==> config.mk <==
export PLATFORM = sky130hd
export DESIGN_NAME = riscv_fetch_unit
export DESIGN_NICKNAME = d
export VERILOG_FILES = /design/src/rtl/riscv_pkg.sv /design/src/rtl/riscv_fetch_fifo.sv /design/src/rtl/riscv_fetch_unit.sv
export SDC_FILE = /design/constraint.sdc
export NUM_CORES = 1
export LEC_CHECK = 0
export ABC_CLOCK_PERIOD_IN_PS = 3400
export CAP_MARGIN = 20
export CORE_MARGIN = 1.5
export CORE_UTILIZATION = 30
export CTS_CLUSTER_DIAMETER = 50
export CTS_CLUSTER_SIZE = 30
export DETAILED_ROUTE_END_ITERATION = 10
export HOLD_SLACK_MARGIN = 0.08
export PLACE_DENSITY = 0.52
export SLEW_MARGIN = 10
export SYNTH_ARGS = -nofsm -noshare
export SYNTH_HDL_FRONTEND = slang
export SYNTH_SLANG_ARGS = --single-unit
==> constraint.sdc <==
create_clock -name clk -period 3.4 [get_ports clk]
set_clock_uncertainty 0.2 [all_clocks]
set_input_delay 0.34 -clock clk [delete_from_list [all_inputs] [get_ports clk]]
set_output_delay 0.34 -clock clk [all_outputs]
set_load 0.01 [all_outputs]
==> src/rtl/riscv_pkg.sv <==
// Shared definitions for the instruction fetch stage: default datapath width,
// the canonical NOP encoding and the fetch FSM state type.
package riscv_pkg;

  localparam int          DEFAULT_XLEN = 32;
  localparam logic [31:0] RISCV_NOP    = 32'h0000_0013;  // addi x0, x0, 0

  typedef enum logic [1:0] {
    BOOT,
    RUN,
    REDIR
  } fetch_state_t;

endpackage

==> src/rtl/riscv_fetch_fifo.sv <==
// Prefetch queue with fall-through read: a push into an empty queue is visible
// at the head in the same cycle, so fetch-to-decode latency stays at one cycle.
module riscv_fetch_fifo #(
  parameter  int DEPTH = 4,
  parameter  int WIDTH = 64,
  localparam int AW    = $clog2(DEPTH),
  localparam int CW    = AW + 1
) (
  input  logic             clk,
  input  logic             rst_n,
  input  logic             flush,
  input  logic             push,
  input  logic [WIDTH-1:0] wr_data,
  input  logic             pop,
  output logic             rd_valid,
  output logic [WIDTH-1:0] rd_data,
  output logic [CW-1:0]    count
);

  logic [WIDTH-1:0] mem [DEPTH];
  logic [AW-1:0]    wr_ptr_q;
  logic [AW-1:0]    rd_ptr_q;
  logic [CW-1:0]    count_q;
  logic             empty;
  logic             full;
  logic             do_write;
  logic             do_read;

  // A push that is consumed straight through the bypass is never stored.
  always_comb begin
    empty    = (count_q == '0);
    full     = (count_q == CW'(DEPTH));
    rd_valid = ~empty | push;
    rd_data  = empty ? wr_data : mem[rd_ptr_q];
    do_write = push & ~flush & ~(empty & pop);
    do_read  = pop & ~flush & ~empty;
  end

  // NOTE: storage is not reset; the pointers and count alone define validity.
  always_ff @(posedge clk) begin
    if (do_write) begin
      mem[wr_ptr_q] <= wr_data;
    end
  end

  always_ff @(posedge clk or negedge rst_n) begin
    if (!rst_n) begin
      wr_ptr_q <= '0;
      rd_ptr_q <= '0;
      count_q  <= '0;
    end else if (flush) begin
      wr_ptr_q <= '0;
      rd_ptr_q <= '0;
      count_q  <= '0;
    end else begin
      if (do_write) begin
        wr_ptr_q <= wr_ptr_q + AW'(1);
      end
      if (do_read) begin
        rd_ptr_q <= rd_ptr_q + AW'(1);
      end
      case ({do_write, do_read})
        2'b10:   count_q <= count_q + CW'(1);
        2'b01:   count_q <= count_q - CW'(1);
        default: count_q <= count_q;
      endcase
    end
  end

  assign count = count_q;

  // The fetch credit scheme must never let a response arrive with no room.
  no_push_when_full : assert property (
    @(posedge clk) disable iff (!rst_n) (push && !flush) |-> !full
  );

endmodule

==> src/rtl/riscv_fetch_unit.sv <==
// Instruction fetch stage: PC generator, single-outstanding imem requests,
// prefetch queue and valid/ready delivery to decode, with redirect flush.
module riscv_fetch_unit
  import riscv_pkg::*;
#(
  parameter  int              XLEN     = DEFAULT_XLEN,
  parameter  int              DEPTH    = 4,
  parameter  logic [XLEN-1:0] RESET_PC = '0,
  localparam int              CW       = $clog2(DEPTH) + 1
) (
  input  logic            clk,
  input  logic            rst,
  input  logic            redirect_i,
  input  logic [XLEN-1:0] redirect_pc_i,
  output logic            imem_req_o,
  output logic [XLEN-1:0] imem_addr_o,
  input  logic            imem_ready_i,
  input  logic [31:0]     imem_rdata_i,
  output logic            inst_valid_o,
  input  logic            inst_ready_i,
  output logic [31:0]     inst_o,
  output logic [XLEN-1:0] pc_o,
  output logic [XLEN-1:0] pc_4_o,
  output logic [CW-1:0]   count_o
);

  localparam int EW = 32 + XLEN;

  fetch_state_t    state_q;
  fetch_state_t    state_d;
  logic [XLEN-1:0] fetch_pc_q;
  logic [XLEN-1:0] issued_pc_q;
  logic            inflight_q;
  logic [CW-1:0]   fifo_count;
  logic [CW-1:0]   credits_used;
  logic            accept;
  logic            push;
  logic            pop;
  logic            head_valid;
  logic [EW-1:0]   head_entry;

  // An in-flight request already owns a queue slot, so it counts as a credit.
  always_comb begin
    state_d      = state_q;
    credits_used = fifo_count + CW'(inflight_q);
    imem_req_o   = 1'b0;
    unique case (state_q)
      BOOT:  state_d = RUN;
      RUN: begin
        imem_req_o = (credits_used < CW'(DEPTH));
        if (redirect_i) begin
          state_d = REDIR;
        end
      end
      REDIR: state_d = redirect_i ? REDIR : RUN;
      default: state_d = BOOT;
    endcase
  end

  assign accept      = imem_req_o & imem_ready_i;
  assign imem_addr_o = fetch_pc_q;

  // Responses landing in REDIR or during a redirect belong to the old path.
  assign push = inflight_q & (state_q != REDIR) & ~redirect_i;
  assign pop  = head_valid & inst_ready_i & ~redirect_i;

  // NOTE: sequential state uses non-blocking assignments only, so every
  // register samples pre-edge values regardless of statement order.
  always_ff @(posedge clk or negedge rst) begin
    if (!rst) begin
      state_q     <= BOOT;
      fetch_pc_q  <= RESET_PC;
      issued_pc_q <= '0;
      inflight_q  <= 1'b0;
    end else begin
      state_q    <= state_d;
      inflight_q <= accept;
      if (accept) begin
        issued_pc_q <= fetch_pc_q;
      end
      if (redirect_i) begin
        fetch_pc_q <= redirect_pc_i & ~XLEN'(3);
      end else if (accept) begin
        fetch_pc_q <= fetch_pc_q + XLEN'(4);
      end
    end
  end

  riscv_fetch_fifo #(
    .DEPTH (DEPTH),
    .WIDTH (EW)
  ) u_fifo (
    .clk      (clk),
    .rst_n    (rst),
    .flush    (redirect_i),
    .push     (push),
    .wr_data  ({imem_rdata_i, issued_pc_q}),
    .pop      (pop),
    .rd_valid (head_valid),
    .rd_data  (head_entry),
    .count    (fifo_count)
  );

  always_comb begin
    inst_valid_o = head_valid;
    inst_o       = RISCV_NOP;
    pc_o         = '0;
    if (head_valid) begin
      inst_o = head_entry[EW-1 -: 32];
      pc_o   = head_entry[XLEN-1:0];
    end
  end

  assign pc_4_o  = pc_o + XLEN'(4);
  assign count_o = fifo_count;

endmodule

**Yosys cells after proc, flatten, opt, wreduce, memory -nomap -nowiden**

Memory sizes are Yosys's and may differ from the RTL's.
Cells that the tools add are included.

- Add/sub/neg operators: 7
- Multipliers: 0
- Divide/modulo/power cells: 0
- $lt $le $gt $ge: 1
- Eq/ne operators: 6
- Shift-type cells: 0
- Muxes and demuxes: 17
- Bitwise gates (word level): 14
- Reductions and logical operators: 6

Operators with widths:

| operator | count |
|---|---|
| $mux W32 | 4 |
| $add A32 B3 Y32 const B | 2 |
| $mux W64 | 1 |
| $mux W2 | 6 |
| $and A1 B1 Y1 | 10 |
| $pmux W2 S3 | 1 |
| $pmux W3 S2 | 1 |
| $reduce_bool A2 Y1 | 3 |
| $add A2 B1 Y2 const B | 2 |
| $eq A2 B1 Y1 const B | 2 |
| $eq A2 B2 Y1 const B | 2 |
| $ne A2 B2 Y1 const B | 2 |
| $add A3 B1 Y3 | 1 |
| $add A3 B1 Y3 const B | 1 |
| $logic_not A3 Y1 | 1 |
| $lt A3 B3 Y1 const B | 1 |
| $mux W1 | 3 |
| $mux W3 | 1 |
| $not A1 Y1 | 3 |
| $reduce_bool A3 Y1 | 1 |
| $sub A3 B1 Y3 const B | 1 |
| $logic_not A2 Y1 | 1 |
| $or A1 B1 Y1 | 1 |

- Register bits: 74
- Latch bits: 0
- Bits in writable memories: 256
- Bits in read-only memories: 0
- Bits of input ports: 69
- Output and inout bits: 133
- Word-level logic and storage cells: 59
- Memories kept: 1

Memory list:

| name | words | bits a word | read ports | clocked after memory_dff | write ports | line | text |
|---|---|---|---|---|---|---|---|
| u_fifo.mem | 4 | 64 | 1 | 0 | 1 | riscv_fetch_fifo.sv:20 | `logic [WIDTH-1:0] mem [DEPTH];` |

**Logic depth before layout (Yosys ltp)**

- Depth after elaboration: 12
- Gate-level depth with buffers: 14
- Mapped depth without buffers: 11

**Hierarchy**

Synthesis repeated with hierarchy kept, for this count alone.

- Cell total of the unflattened synthesis: 1,092
- Area, all modules: 14,586.5 um^2

By module, submodules not included:

| module | times used | cells each | area each (um^2) | seq. area each (um^2) |
|---|---|---|---|---|
| riscv_fetch_fifo | 1 | 599 | 10,542.6 | 7,862.5 |
| riscv_fetch_unit | 1 | 493 | 4,043.9 | 1,576.5 |

**Worst setup path after synthesis**

Ideal clock, no wire load.

- Path type: reg-to-output
- Start point: register u_fifo.count_q[0] (netlist: u_fifo.count[0])
- End point: output port pc_4_o[26]
- Arrival time: 3,200 ps
- Data required time: 2,860 ps
- Path slack: -340 ps
- Cell stages (with the launch flop): 14
- Path buffers: 5
- Cells stage by stage: dfrtp_1 > or3_4 > buf_12 > buf_6 > buf_2 > buf_1 > clkbuf_1 > a22o_1 > ha_1 > inv_1 > a221oi_2 > nand3_4 > nor4_2 > xor2_1

- Longest elaborated chain between the ends: 5
- Elaborated cells on any way between the ends: 6
- Those cells by class: add/sub (1); mux (2); bitwise (2); reduce/logical (1)

Ends and longest elaborated chain:

| item | line | text |
|---|---|---|
| from (decl) | riscv_fetch_fifo.sv:23 | `logic [CW-1:0] count_q;` |
| from (signal assigned) | riscv_fetch_fifo.sv:63 | `2'b10: count_q <= count_q + CW'(1);` |
| from (signal assigned) | riscv_fetch_fifo.sv:64 | `2'b01: count_q <= count_q - CW'(1);` |
| from (signal assigned) | riscv_fetch_fifo.sv:65 | `default: count_q <= count_q;` |
| $logic_not A3 Y1 (*) | riscv_fetch_fifo.sv:31 | `empty = (count_q == '0);` |
| $not A1 Y1 | riscv_fetch_fifo.sv:33 | `rd_valid = ~empty \| push;` |
| $or A1 B1 Y1 | riscv_fetch_fifo.sv:33 |  |
| $mux W32 (*) | riscv_fetch_unit.sv:108 | `if (head_valid) begin` |
| via pc_o[3] | riscv_fetch_unit.sv:22 | `output logic [XLEN-1:0] pc_o,` |
| $add A32 B3 Y32 (*) | riscv_fetch_unit.sv:114 | `assign pc_4_o = pc_o + XLEN'(4);` |
| to (decl) | riscv_fetch_unit.sv:23 | `output logic [XLEN-1:0] pc_4_o,` |

The timed path passes the listed nets; every way through them passes the cells marked *.

**Final worst setup path**

- Start point: register u_fifo.count_q[2] (netlist: u_fifo.count[2])
- End point: output port pc_4_o[16]

- Longest elaborated chain between the ends: 5
- Elaborated cells on any way between the ends: 6
- Those cells by class: add/sub (1); mux (2); bitwise (2); reduce/logical (1)

Ends and longest elaborated chain:

| item | line |
|---|---|
| $logic_not A3 Y1 (*) | riscv_fetch_fifo.sv:31 |
| $not A1 Y1 | riscv_fetch_fifo.sv:33 |
| $or A1 B1 Y1 | riscv_fetch_fifo.sv:33 |
| $mux W32 (*) | riscv_fetch_unit.sv:108 |
| $add A32 B3 Y32 (*) | riscv_fetch_unit.sv:114 |

Mark *: on every way between the ends. The rest lies on a longest branch, timed or not.

==> key figures <==
Yosys
  – Cell taking the most area after synthesis: edfxtp_1
  – Top FF cell, synth: edfxtp_1
  – Post-synthesis cell type count: 65
  – Cells after Synth: 1,016
  – Yosys top cell area share: 52.1%
  – Asr flop ratio synth: between 20 and 25%
  – Synth Cell Area: 14,300 sq um
  – Most frequent cell after synthesis: edfxtp_1
  – Commonest cells post-synth: edfxtp_1, nand2_1, o21ai_0, dfrtp_1, mux4_2
  – Syn. warnings: 0
  – Synth area leaders: edfxtp_1, dfrtp_1, mux4_2
  – Seq/Total Area, Yosys: 64.4%
  – Avg Cell Area, Syn: roughly 14 sq um
  – Yosys reg bits: 318
  – EDFF count, synth: about 250

Placed design
  – Pre-CTS setup slack: -0.189 ns
  – GP Congestion: around 0.81
  – Buffers added on ports: between 150 and 200
  – Cell Count Post-Placement: about 1,900
  – Detail Placement HPWL: roughly 26,000 microns
  – Placed Instance Area: roughly 18,000 sq um

Final layout
  – Post-route insts no fill: ~2,000
  – Area Growth Syn to Fin: 37.5%
  – Multi-input gate area: 4990 sq um
  – Reg area: between 9000 and 10,000 sq um
  – Layout net count: between 1,000 and 1,500
  – Final Instance Area: 19,700 sq um
  – # diodes: 0
  – Fillers: 4,405
  – Share of post-route cells with drive strength above 1: a little over a quarter

Flow run
  – Maxcap violations: 0

Critical path
  – Startpoint Class: flop
  – CP Capture Type: output port
  – Crit Path Max Fanout: 3
  – Worst path arrival time: 3.22 ns
  – CP required: 2.86 ns
  – Critical path type: flop to output port

Clock network
  – Clk sinks: 318
  – CTS H-tree depth: 2
  – CTS tree: built
  – Worst-path clk slew: approximately 0.070 ns
  – Clk buf depth: 3
  – CTS buffer count: 35
  – Clock root cell: clkbuf_16
  – Later-pin clock latency in the skew report: 0.52 ns

Timing
  – Setup TNS: -3.74 ns
  – Fin worst setup slack: -0.361 ns
  – Period minus WS final: ~3.8 ns
  – Final hold violations: 0
  – Worst slew pin tran: approximately 0.64 ns
  – Pins Over Slew Limit: 0
  – Endpoints failing setup: 22
  – Relative slew slack: a little under three fifths
  – Final worst path period share: 111%
  – Unrepaired setup endpoints after global routing: yes
  – Max Clk Rate: around 270 MHz

Power
  – Pwr Total: 15.3 mW
  – Leakage power: 7.58 nW
  – Worst VDD drop: approximately 0.35 mV
  – Pwr dens: between 700 and 800 nW/um^2

Global routing
  – Vias in the first global route: approximately 9,600
  – Number of antenna violations at the first check in global routing: 0
  – Largest net degree at the start of global routing: 71
  – Gr ovfl total: 0
  – Global-route wire length before repair: about 60,000 microns
  – Total GRT Usage: 16.0%

Route
  – Via/cell ratio: 4.84
  – Pre-Repair DR Iteration Count: 5
  – Drt initial violations: 553
  – Per-cell routed wire length: 20.2 microns
  – Routed WL: roughly 40,000 microns
  – Via count: approximately 9,600
  – DRC viols: 0
  – Antenna-violating nets left: 0

Outcome
  – Status: finished, violations left
  – Failing checks: setup timing

Floorplan
  – Ports: 202
  – Die area: about 49,000 sq um
  – DIE HEIGHT: roughly 220 microns
  – Row count: 79
  – Die width: between 200 and 250 microns
  – Initial core utilization: ~30%
  – Core Area: 46,800 sq um

Min path
  – Tightest Hold Check Type: input pin to flop
-- power breakdown --
part | internal, mW | switching, mW
combinational | 3.20 | 3.24
sequential | 4.76 | 0.341
clock | 2.05 | 1.69
total | 10.0 | 5.26
-- state kept, by name, indices dropped and copies added (netlist names) --
name / flops
state_q: 2
u_fifo.rd_ptr_q: 2
imem_addr_o: 30
u_fifo.count: 3
u_fifo.mem: 248
u_fifo.wr_ptr_q: 2
issued_pc_q: 30
inflight_q: 1
-- logic make-up (layout without fill, tap and decap cells) --
logic type,after synthesis,after routing,share of synthesized area [%]
fa+ha+maj,7,7,0.665
compound gates,114,114,4.92
flops,318,318,64.4
mux,65,65,10.4
xor+xnor,60,60,3.68
simple gates,369,369,12.7
buf+inv,82,433,3.22
other cells,1,6,0.0262
-- critical path: stages (launching register included) --
cell      delay [ns]
dfrtp_2         0.40
or3_4           0.41
buf_6           0.13
buf_8           0.12
o21a_4          0.23
inv_4           0.06
ha_4            0.14
inv_4           0.05
a221oi_4        0.24
nand3_4         0.15
buf_6           0.15
nor3_4          0.18
buf_6           0.14
xor2_1          0.14
buf_2           0.15
-- layout by cell type (no fill, tap or decap), types with 14 or more instances in the layout --
cell type,n
nand2_1,227
buf_6,15
clkdlybuf4s50_1,147
nand3_1,22
buf_4,117
dfrtp_1,65
nand4_1,22
buf_12,23
o21ai_0,67
inv_1,17
xor2_1,36
clkbuf_16,37
buf_2,23
edfxtp_1,248
dlymetal6s2s_1,14
nor2_1,27
xnor2_1,22
mux4_2,54
-- final timing paths --
kind	from	endpoint	slack (ns)	cells past startpoint
worst max-delay path	u_fifo.count[2]	pc_4_o[16]	-0.36	14
max in group asynchronous	rst	u_fifo.rd_ptr_q[0]	2.46	3
worst min register to register	issued_pc_q[21]	u_fifo.mem[0][21]	0.33	0
worst max register to register	u_fifo.count[0]	u_fifo.mem[0][6]	0.50	10
worst min-delay path	redirect_i	u_fifo.count[0]	0.12	3
min in group asynchronous	rst	imem_addr_o[21]	0.17	3
-- layer usage --
metal	share of wire, %	track usage, %	wire, microns
met1	45	21.4	18100
met2	47	26.2	18900
met3	5.9	3.80	2360
met4	1.6	3.69	652
met5	0	0	0
-- stage by stage --
stage	hold WS (ns)	util (%)
finish	0.120	42.0
global route	0.127	42.0
global placement	0.208	38.2
floorplan	-0.156	-
CTS	0.0844	41.2
detailed placement	0.210	38.2
-- final cells by class --
class,count,share of cell area (%)
clock inverter,26,1.33
inverter,20,0.407
clock buffer,36,4.48
sequential,318,46.9
tap,607,3.86
multi-input combinational,621,25.4
timing repair buffer,351,17.7
-- repair_timing --
item,CTS,global route
setup buffers,13,24
hold buffers,2,0
resized for setup,161,63
pin swaps,22,32
gates cloned,2,2
endpoints found under the hold margin,72,0
setup endpoints to repair,59,41
Power figures use the tool's default switching activity.
